## src/rtl/regfile_port_arbiter.sv

```systemverilog
// regfile_port_arbiter
// Shares port b of the CPU register file between the CPU execute stage and
// the host debug interface. Each won request is registered and drives port b
// for exactly one cycle (ACCESS). The read value is captured at the end of
// that cycle and returned with a done pulse. The CPU has priority; a hold
// counter lets debug through after HOLD_MAX consecutive CPU wins. Writes to
// the FLAG register (address 31) are suppressed and flagged on err.
//
// Ports:
//   clk, reset          rising-edge clock, synchronous active-high reset
//   cpu_req/addr/wr/wdata   CPU request (level) and its fields
//   cpu_gnt, cpu_done       CPU grant (access cycle) and completion pulse
//   dbg_req/addr/wr/wdata   debug request (level) and its fields
//   dbg_gnt, dbg_done       debug grant and completion pulse
//   rdata, err              captured read data, blocked-FLAG-write flag
//   b_addr, b_data_in, b_wr_enable, b_data_out   register file port b
//   busy                    high while in ACCESS
module regfile_port_arbiter #(
    parameter int unsigned HOLD_MAX = 4
) (
    input  logic       clk,
    input  logic       reset,
    input  logic       cpu_req,
    input  logic [4:0] cpu_addr,
    input  logic       cpu_wr,
    input  logic [7:0] cpu_wdata,
    output logic       cpu_gnt,
    output logic       cpu_done,
    input  logic       dbg_req,
    input  logic [4:0] dbg_addr,
    input  logic       dbg_wr,
    input  logic [7:0] dbg_wdata,
    output logic       dbg_gnt,
    output logic       dbg_done,
    output logic [7:0] rdata,
    output logic       err,
    output logic [4:0] b_addr,
    output logic [7:0] b_data_in,
    output logic       b_wr_enable,
    input  logic [7:0] b_data_out,
    output logic       busy
);

    localparam logic [4:0] FLAG_ADDR = 5'd31;
    localparam logic [3:0] HOLD_LIM  = 4'(HOLD_MAX);

    typedef enum logic {
        IDLE,
        ACCESS
    } state_t;

    state_t     r_state;
    logic [3:0] r_hold_cnt;
    logic [4:0] r_addr;
    logic [7:0] r_wdata;
    logic       r_wr;
    logic       r_win_dbg;
    logic       r_cpu_gnt;
    logic       r_dbg_gnt;
    logic       r_cpu_done;
    logic       r_dbg_done;
    logic [7:0] r_rdata;
    logic       r_err;
    logic       r_we;

    logic       w_hold_sat;
    logic       w_cpu_win;
    logic       w_dbg_win;
    logic [4:0] w_win_addr;
    logic [7:0] w_win_wdata;
    logic       w_win_wr;

    // Debug overrides CPU priority only once the CPU has been granted
    // HOLD_MAX times in a row while debug was waiting.
    assign w_hold_sat  = (r_hold_cnt == HOLD_LIM);
    assign w_cpu_win   = cpu_req & ~(dbg_req & w_hold_sat);
    assign w_dbg_win   = dbg_req & ~w_cpu_win;
    assign w_win_addr  = w_cpu_win ? cpu_addr  : dbg_addr;
    assign w_win_wdata = w_cpu_win ? cpu_wdata : dbg_wdata;
    assign w_win_wr    = w_cpu_win ? cpu_wr    : dbg_wr;

    always_ff @(posedge clk) begin
        if (reset) begin
            r_state    <= IDLE;
            r_hold_cnt <= '0;
            r_addr     <= '0;
            r_wdata    <= '0;
            r_wr       <= 1'b0;
            r_win_dbg  <= 1'b0;
            r_cpu_gnt  <= 1'b0;
            r_dbg_gnt  <= 1'b0;
            r_cpu_done <= 1'b0;
            r_dbg_done <= 1'b0;
            r_rdata    <= '0;
            r_err      <= 1'b0;
            r_we       <= 1'b0;
        end else begin
            // Completion of the access driven during the cycle now ending.
            // b_data_out still shows the pre-write value here.
            if (r_state == ACCESS) begin
                r_rdata    <= b_data_out;
                r_cpu_done <= ~r_win_dbg;
                r_dbg_done <= r_win_dbg;
                r_err      <= r_wr & (r_addr == FLAG_ADDR);
            end else begin
                r_cpu_done <= 1'b0;
                r_dbg_done <= 1'b0;
            end

            // Arbitration runs every edge so accesses can chain back-to-back.
            if (w_cpu_win || w_dbg_win) begin
                r_state   <= ACCESS;
                r_addr    <= w_win_addr;
                r_wdata   <= w_win_wdata;
                r_wr      <= w_win_wr;
                r_win_dbg <= w_dbg_win;
                r_cpu_gnt <= w_cpu_win;
                r_dbg_gnt <= w_dbg_win;
                r_we      <= w_win_wr & (w_win_addr != FLAG_ADDR);
            end else begin
                r_state   <= IDLE;
                r_cpu_gnt <= 1'b0;
                r_dbg_gnt <= 1'b0;
                r_we      <= 1'b0;
            end

            if (!dbg_req || w_dbg_win) begin
                r_hold_cnt <= '0;
            end else if (!w_hold_sat) begin
                r_hold_cnt <= r_hold_cnt + 4'd1;
            end
        end
    end

    assign cpu_gnt     = r_cpu_gnt;
    assign dbg_gnt     = r_dbg_gnt;
    assign cpu_done    = r_cpu_done;
    assign dbg_done    = r_dbg_done;
    assign rdata       = r_rdata;
    assign err         = r_err;
    assign b_addr      = r_addr;
    assign b_data_in   = r_wdata;
    assign b_wr_enable = r_we;
    assign busy        = (r_state == ACCESS);

endmodule

```

## config.mk

```make
export PLATFORM = sky130hd
export DESIGN_NAME = regfile_port_arbiter
export DESIGN_NICKNAME = d
export VERILOG_FILES = /design/src/rtl/regfile_port_arbiter.sv
export SDC_FILE = /design/constraint.sdc
export NUM_CORES = 1
export LEC_CHECK = 0
export ABC_AREA = 1
export CAP_MARGIN = 5
export CORE_UTILIZATION = 39
export CTS_CLUSTER_DIAMETER = 150
export CTS_CLUSTER_SIZE = 20
export DETAILED_ROUTE_END_ITERATION = 12
export GPL_TIMING_DRIVEN = 0
export PLACE_DENSITY = 0.78
export SYNTH_ARGS = -nofsm -noshare
export SYNTH_HDL_FRONTEND = slang
export SYNTH_SLANG_ARGS = --single-unit
```

## constraint.sdc

```tcl
create_clock -name clk -period 1.7 [get_ports clk]
set_input_delay 0.425 -clock clk [delete_from_list [all_inputs] [get_ports clk]]
set_output_delay 0.425 -clock clk [all_outputs]
set_load 0.05 [all_outputs]
```

==> impl_metrics.yaml, run 1 <==
detailed_routing:
  antenna_left: 0
  drt_pass1_iterations: 4
  finalWirelength_microns: 3540
  drt-initial-drc-count: 66
  num_vias: 1383
  drc: 0
  viasPerCell: 4.66
  wl_per_cell_microns: 11.9
place:
  dpl.hpwl_microns: 2720
  port_buffers: 67
  dpl.cell_count: 289
  place.gp.congestion: 0.831
global_route:
  grt_pass1_vias: 1293
  track_usage: 0.212
  antenna_found_initial: 0
  grt_max_degree: 12
  overflow: 0
  grt_pass1_wl_microns: 5680
timing:
  worst_pin_slew_ns: 0.515
  drv_slew: 0
  hold_viol: 0
  timing.slew.headroom: 0.658
  min_period_over_period: 0.976
  grt_setup_unrepaired: "no"
  period_needed_ns: 1.66
  setup_viol: 0
  max_freq_mhz: 602
  skew_ns: 0.0133
logic_synthesis:
  synthCells: 176
  yosysTopAreaCell: "dfxtp_1"
  netlist_top_cells_area: "dfxtp_1 (49%), nand2_1 (7.9%), nor2_1 (7.9%), o21ai_0 (7.6%), nand3_1 (7.2%)"
  synth_top_area_share: 0.492
  synth.net_count: 218
  syn_area_sq_um: 1380
  ys_ff_latch: 34
  synth_seq_area_share: 0.492
  postSynthAreaPerCell_sq_um: 7.86
  ys_warn_count: 0
  ys_types: 26
cts:
  htree_num_levels: 2
  clock_latency_ns: 0.34
  cts_tree: "done"
  clockBufferDepth: 2
  cts_buffers: 5
  path_clk_slew_ns: 0.11
  hold_buffers: 0
  cts-root-buf: "clkbuf_4"
  clock-sinks: 34
setup_path:
  end_kind: "primary output"
  path_buf_inv: 1
  cp_cell_sequence: "dlygate4sd2_1"
  startpoint_type: "flop"
  path_max_fanout: 2
  cp_slowest_cell: "dlygate4sd2_1"
  path_delay_family: "buffers and inverters"
  cp_data_arrival_time_ns: 1.23
  crit_path_max_incr_delay_ns: 0.55
  crit_required_ns: 1.27
  critPathKind: "reg2out"
floorplan:
  die_x_microns: 61.5
  dieArea_sq_um: 3790
  initial_core_util: 0.411
  core_sq_um: 3360
  io-pin-count: 68
  num_rows: 21
  dieHeight_microns: 61.5
layout:
  fillers: 326
  final_cell_mix: "clkdlybuf4s50_1 (39), dfxtp_1 (33), nand2_1 (29), nor2_1 (28), o21ai_0 (21)"
  layout.cells.non_filler: 297
  final_common_cell: "clkdlybuf4s50_1"
  drive_above_1_share: 0.112
  utilization: 0.649
  syn_to_final_growth_pct: 57.8
  final-seq-area_sq_um: 682
  final_nets: 292
  antenna_cells: 0
  multiInputGateArea_sq_um: 624
power_and_ir_drop:
  vdd_drop_max_v: 0.000629
  p_per_area_nw_per_um2: 961
  power_leakage_nw: 0.966
status:
  outcome: "complete, no violations"
flow_run:
  maxCapViolCount: 0
worst_hold_path:
  hp-class: "reg2reg"
cell type report:
| type | instances | area share |
|---|---|---|
| buffer | 7 | 0.0195 |
| clock buffer | 6 | 0.0235 |
| tap | 46 | 0.0264 |
| timing repair buffer | 67 | 0.287 |
| clock inverter | 2 | 0.0275 |
| inverter | 10 | 0.0172 |
| sequential | 34 | 0.313 |
| multi-input combinational | 125 | 0.286 |
repair_timing:
action	CTS	global route
setup buffers	0	0
gates resized for setup	28	20
setup endpoints to repair	28	24
endpoints found under the hold margin	0	0
layer usage:
layer | share of wire | track usage | up-vias
li1 | - | - | 729
met1 | 0.43 | 0.234 | 600
met2 | 0.47 | 0.352 | 47
met3 | 0.075 | 0.0798 | 7
met4 | 0.022 | 0.114 | 0
met5 | 0 | 0 | -
cells by family (layout without fill, tap and decap cells):
group / count (synthesis) / in the layout / synth area share
adder cells (fa/ha/maj): 2 / 2 / 0.0181
AND/OR/NAND/NOR: 90 / 90 / 0.305
flip-flops: 34 / 34 / 0.492
XOR/XNOR: 1 / 1 / 0.00634
buffers and inverters: 17 / 92 / 0.0579
AO/OA/AOI/OAI: 32 / 32 / 0.120
power breakdown:
group / internal (mW) / switching [mW]
sequential: 0.848 / 0.0271
combinational: 0.166 / 0.285
clock: 0.498 / 0.273
total: 1.51 / 0.585
sequential cells by signal, indices dropped and copies added (netlist names):
name and cells:
busy 1, cpu_done 1, r_wr 1, err 1, dbg_gnt 1, dbg_done 1, b_data_in 8, r_win_dbg 1
b_addr 5, rdata 8, r_hold_cnt 4, b_wr_enable 1, cpu_gnt 1
stage by stage:
| step | setup slack, ns | cell area (sq um) | power [mW] | hold slack (ns) | setup TNS (ns) |
|---|---|---|---|---|---|
| after detailed placement | -0.290 | 2110 | 1.38 | 0.418 | -4.93 |
| after global routing | 0.000367 | 2180 | 2.20 | 0.477 | 0 |
| final | 0.0402 | 2180 | 2.10 | 0.449 | 0 |
| after CTS | 0.00703 | 2190 | 2.10 | 0.456 | 0 |
| after global placement | -0.251 | 2110 | 1.37 | 0.404 | -4.11 |
| after floorplan | 0.279 | 1380 | 1.16 | 0.398 | 0 |
synth_stat cells:
cell type,n
nand4_1,2
o21ai_1,4
inv_1,8
o21ai_0,21
clkbuf_1,3
nor2_4,1
dfxtp_1,34
buf_4,2
nand2_1,29
inv_2,1
clkinv_1,1
nand2_4,2
ha_1,2
buf_2,1
nand4_4,1
a21oi_1,5
buf_6,1
nor2_2,2
o21ai_2,1
nand2_2,1
a211oi_1,1
nor3_1,2
nand3b_1,1
nor2_1,29
xnor2_1,1
nand3_1,20
final timing paths:
path                                                  from                     end  slack [ns]  cells after the start
worst min-delay path                r_win_dbg$_SDFFE_PP0N_     cpu_done$_SDFF_PP0_        0.45                      1
worst max-delay path                 rdata[1]$_SDFFE_PP0P_                rdata[1]        0.04                      1
worst max register to register  r_hold_cnt[1]$_SDFFE_PP0P_  b_wr_enable$_SDFF_PP0_        0.15                     11
worst min register to register      r_win_dbg$_SDFFE_PP0N_     cpu_done$_SDFF_PP0_        0.45                      1
Note: power is estimated with default switching activity, not from simulation.
==> run 2, diff against run 1 <==
- CORE_ASPECT_RATIO: unset -> 2
==> impl_metrics.yaml, run 2 (synthesized netlist as in run 1, its figures left out) <==
status:
  outcome: "complete, but fails checks"
  violations: "design-rule violations"
timing:
  fin_ws_ns: 0.0976
  drv_slew: 0
  setup_viol: 0
  skew_ns: 0.0107
  timing.slew.headroom: 0.649
  hold_viol: 0
  period_needed_ns: 1.60
  max_freq_mhz: 624
  grt_setup_unrepaired: "no"
  worst_pin_slew_ns: 0.529
  min_period_over_period: 0.943
floorplan:
  die_x_microns: 44.1
  dieArea_sq_um: 3800
  core_sq_um: 3380
  io-pin-count: 68
  initial_core_util: 0.409
  num_rows: 30
  dieHeight_microns: 86.2
cts:
  cts-root-buf: "clkbuf_8"
  clockBufferDepth: 2
  clock-sinks: 34
  hold_buffers: 0
  cts_tree: "done"
  path_clk_slew_ns: 0.07
  cts_buffers: 5
  postCtsSetupRepairBufs: 0
  clock_latency_ns: 0.28
  htree_num_levels: 2
setup_path:
  startpoint: "busy$_SDFF_PP0_"
  path_buf_inv: 1
  cp_num_cells: 1
  crit_required_ns: 1.27
  reg2reg_from: "r_hold_cnt[0]$_SDFFE_PP0P_"
  startpoint_type: "flop"
  crit_path_max_incr_delay_ns: 0.54
  path_max_fanout: 3
  r2r_cells: 11
  cp_data_arrival_time_ns: 1.18
  path_delay_family: "buffers and inverters"
  end_kind: "primary output"
  r2r_slack_ns: 0.16
  cp_slowest_cell: "dlygate4sd2_1"
  critPathKind: "reg2out"
  cp_cell_sequence: "dlygate4sd2_1"
detailed_routing:
  wl_per_cell_microns: 13.9
  antenna_left: 0
  viasPerCell: 5.04
  finalWirelength_microns: 3940
  drt-initial-drc-count: 34
  num_vias: 1427
  drt_pass1_iterations: 8
  drc: 5
global_route:
  track_usage: 0.227
  grt_max_degree: 12
  overflow: 0
  grt_pass1_wl_microns: 6320
  antenna_found_initial: 0
  grt_pass1_vias: 1414
place:
  place.gp.congestion: 0.766
  port_buffers: 67
  dp_slack_ns: -0.292
  dpl.hpwl_microns: 2950
power_and_ir_drop:
  net-switching-power_mw: 0.603
  pwr-share-seq: 0.389
  vdd_drop_max_v: 0.000987
  p_per_area_nw_per_um2: 1010
  intPower_mw: 1.64
  power_leakage_nw: 1.03
  p_total_mw: 2.24
  pwr-share-clk: 0.408
  power_frac_comb: 0.203
  sw_frac_of_total: 0.269
layout:
  final_nets: 292
  final_cell_mix: "clkdlybuf4s50_1 (38), dfxtp_1 (33), nand2_1 (29), nor2_1 (28), dlygate4sd2_1 (28)"
  drive_above_1_share: 0.0996
  syn_to_final_growth_pct: 59.8
  antenna_cells: 0
  final_common_cell: "clkdlybuf4s50_1"
worst_hold_path:
  hp-class: "reg2reg"
  min_from: "r_win_dbg$_SDFFE_PP0N_"
  hold-path-cell-count: 1
flow_run:
  maxCapViolCount: 0
==> run 2: power by group through the flow <==
stage	combinational (mW)	sequential, mW	clock [mW]
floorplan	0.104	1.06	0
global placement	0.482	0.891	0
detailed placement	0.485	0.893	0
CTS	0.457	0.873	0.926
global route	0.485	0.879	0.968
finish	0.456	0.873	0.914
==> run 2: through the flow <==
step | instance area, sq um | std cells | hold slack [ns] | util | TNS [ns]
2_1_floorplan | 1380 | 176 | 0.398 | - | 0
3_3_place_gp | 2090 | 275 | 0.406 | 0.620 | -4.64
3_5_place_dp | 2090 | 275 | 0.416 | 0.620 | -4.99
4_1_cts | 2200 | 283 | 0.426 | 0.652 | 0
5_1_grt | 2210 | 283 | 0.435 | 0.654 | 0
6_report | 2210 | 283 | 0.430 | 0.654 | 0
==> run 2: layout make-up <==
type                            count  area, sq um
Buffer                              7         45.0
Clock buffer                        6         82.6
Clock inverter                      2         60.1
Fill cell                         306         1170
Inverter                           10         37.5
Multi-Input combinational cell    125          624
Sequential cell                    34          682
Tap cell                           32         40.0
Timing Repair Buffer               67          638
==> run 2: path summary, 6_finish.rpt <==
check                                end
setup / recovery                    busy
setup reg to reg  b_wr_enable$_SDFF_PP0_
hold / removal       cpu_done$_SDFF_PP0_
hold reg to reg      cpu_done$_SDFF_PP0_
==> run 2: what timing repair did <==
action / CTS / global route
resized for setup: 29 / 7
pin swaps: 0 / 0
endpoints found under the setup margin: 29 / 15
gates cloned: 0 / 0
==> run 2: layer usage <==
layer	wire (microns)	track usage	part of all wire	vias to the layer above
met5	0	0	0	-
met4	85	0.102	0.022	0
met3	175	0.0542	0.044	6
met2	2220	0.426	0.56	48
met1	1460	0.219	0.37	647
li1	-	-	-	726
==> run 3, diff against run 2 <==
- SKIP_CTS_REPAIR_TIMING: unset -> 1
- clock period: 1.7 -> 1.5 ns (I/O delays scaled with it)
==> impl_metrics.yaml, run 3 (synthesized netlist as in run 1, its figures left out) <==
status:
  outcome: "complete, but fails checks"
  violations: "design-rule violations"
setup_path:
  r2r-end: "b_data_in[6]$_SDFFE_PP0N_"
  end_kind: "flop"
  critPathKind: "reg2reg"
  r2r_cells: 8
  reg2reg_from: "r_hold_cnt[0]$_SDFFE_PP0P_"
  cp_data_arrival_time_ns: 1.65
  r2r_slack_ns: 0.01
  path_max_fanout: 10
  crit_required_ns: 1.66
  startpoint_type: "flop"
floorplan:
  initial_core_util: 0.409
  num_rows: 30
  io-pin-count: 68
  dieArea_sq_um: 3800
  die_x_microns: 44.1
  dieHeight_microns: 86.2
  core_sq_um: 3380
global_route:
  antenna_found_initial: 0
  grt_max_degree: 12
  grt_pass1_vias: 1421
  overflow: 0
  grt_pass1_wl_microns: 6270
  track_usage: 0.226
timing:
  min_period_over_period: 0.991
  period_needed_ns: 1.49
  setup_viol: 0
  whs_ns: 0.431
  max_freq_mhz: 672
  hold_viol: 0
  worst_pin_slew_ns: 0.548
  fin_ws_ns: 0.0129
  skew_ns: 0.00986
  drv_slew: 0
  timing.slew.headroom: 0.634
detailed_routing:
  finalWirelength_microns: 4190
  num_vias: 1456
  viasPerCell: 5.11
  antenna_left: 0
  drc: 5
  drt-initial-drc-count: 45
  drt_pass1_iterations: 8
  wl_per_cell_microns: 14.7
place:
  dpl.hpwl_microns: 2950
  dp_slack_ns: -0.442
  place.gp.congestion: 0.766
  port_buffers: 67
cts:
  htree_num_levels: 2
  path_clk_slew_ns: 0.07
  clockBufferDepth: 2
  clock-sinks: 34
  cts_tree: "done"
  cts-root-buf: "clkbuf_8"
  cts_buffers: 5
  clock_latency_ns: 0.29
layout:
  drive_above_1_share: 0.130
  final_common_cell: "clkdlybuf4s50_1"
  multiInputGateArea_sq_um: 646
  syn_to_final_growth_pct: 70.9
  final_nets: 294
  antenna_cells: 0
  final_cell_mix: "clkdlybuf4s50_1 (37), dfxtp_1 (32), dlymetal6s2s_1 (30), nand2_1 (29), nor2_1 (28)"
  fillers: 262
  final-seq-area_sq_um: 688
worst_hold_path:
  hold_end: "cpu_done$_SDFF_PP0_"
  hp-class: "reg2reg"
  hold-path-cell-count: 1
  min_from: "r_win_dbg$_SDFFE_PP0N_"
power_and_ir_drop:
  p_total_mw: 2.59
  power_leakage_nw: 1.37
  p_per_area_nw_per_um2: 1100
  vdd_drop_max_v: 0.00120
flow_run:
  maxCapViolCount: 0
[run 3: how the worst max path moves through the flow]
| stage | depth (start not counted) | endpoint | start | slack (ns) |
|---|---|---|---|---|
| 6_report | 8 | b_data_in[6]$_SDFFE_PP0N_ | r_hold_cnt[0]$_SDFFE_PP0P_ | 0.01 |
| 5_1_grt | 8 | b_data_in[6]$_SDFFE_PP0N_ | r_hold_cnt[1]$_SDFFE_PP0P_ | -0.07 |
| 4_1_cts | 1 | b_addr[0] | b_addr[0]$_SDFFE_PP0N_ | -0.34 |
| 2_1_floorplan | 11 | b_wr_enable$_SDFF_PP0_ | r_hold_cnt[0]$_SDFFE_PP0P_ | 0.08 |
| 3_5_place_dp | 5 | b_data_in[4]$_SDFFE_PP0N_ | cpu_req | -0.44 |
| 3_3_place_gp | 5 | b_data_in[2]$_SDFFE_PP0N_ | cpu_req | -0.43 |
[run 3: routing by layer]
layer,wire [microns],global-route usage,vias up
li1,-,-,731
met1,1450,0.216,656
met2,2400,0.425,59
met3,217,0.0542,10
met4,135,0.102,0
met5,0,0,-
[run 3: critical path, cell delays in order (launching register included)]
cell and delay [ns]:
dfxtp_4 0.37, inv_4 0.06, ha_4 0.13, nand4_4 0.12, nand2_4 0.13, inv_2 0.05
buf_6 0.14, o21ai_0 0.23, o21ai_0 0.13
[run 3: final cells by class]
cell class	instances	share of cell area
Buffer	7	0.0191
Inverter	10	0.0169
Timing Repair Buffer	69	0.322
Clock buffer	6	0.0350
Tap cell	32	0.0169
Multi-Input combinational cell	125	0.273
Clock inverter	2	0.0254
Sequential cell	34	0.291
[run 3: power breakdown]
part           internal (mW)  switching (mW)
Clock                  0.709           0.337
Combinational          0.225           0.335
Sequential             0.959          0.0288
Total                   1.89           0.701
[run 3: metrics by stage]
| stage | TNS (ns) | cell area (sq um) | instances | util |
|---|---|---|---|---|
| finish | 0 | 2360 | 285 | 0.699 |
| CTS | -10.23 | 2240 | 283 | 0.662 |
| global route | -0.0968 | 2360 | 285 | 0.699 |
| detailed placement | -9.47 | 2090 | 275 | 0.620 |
| global placement | -9.14 | 2090 | 275 | 0.620 |
| floorplan | 0 | 1380 | 176 | - |
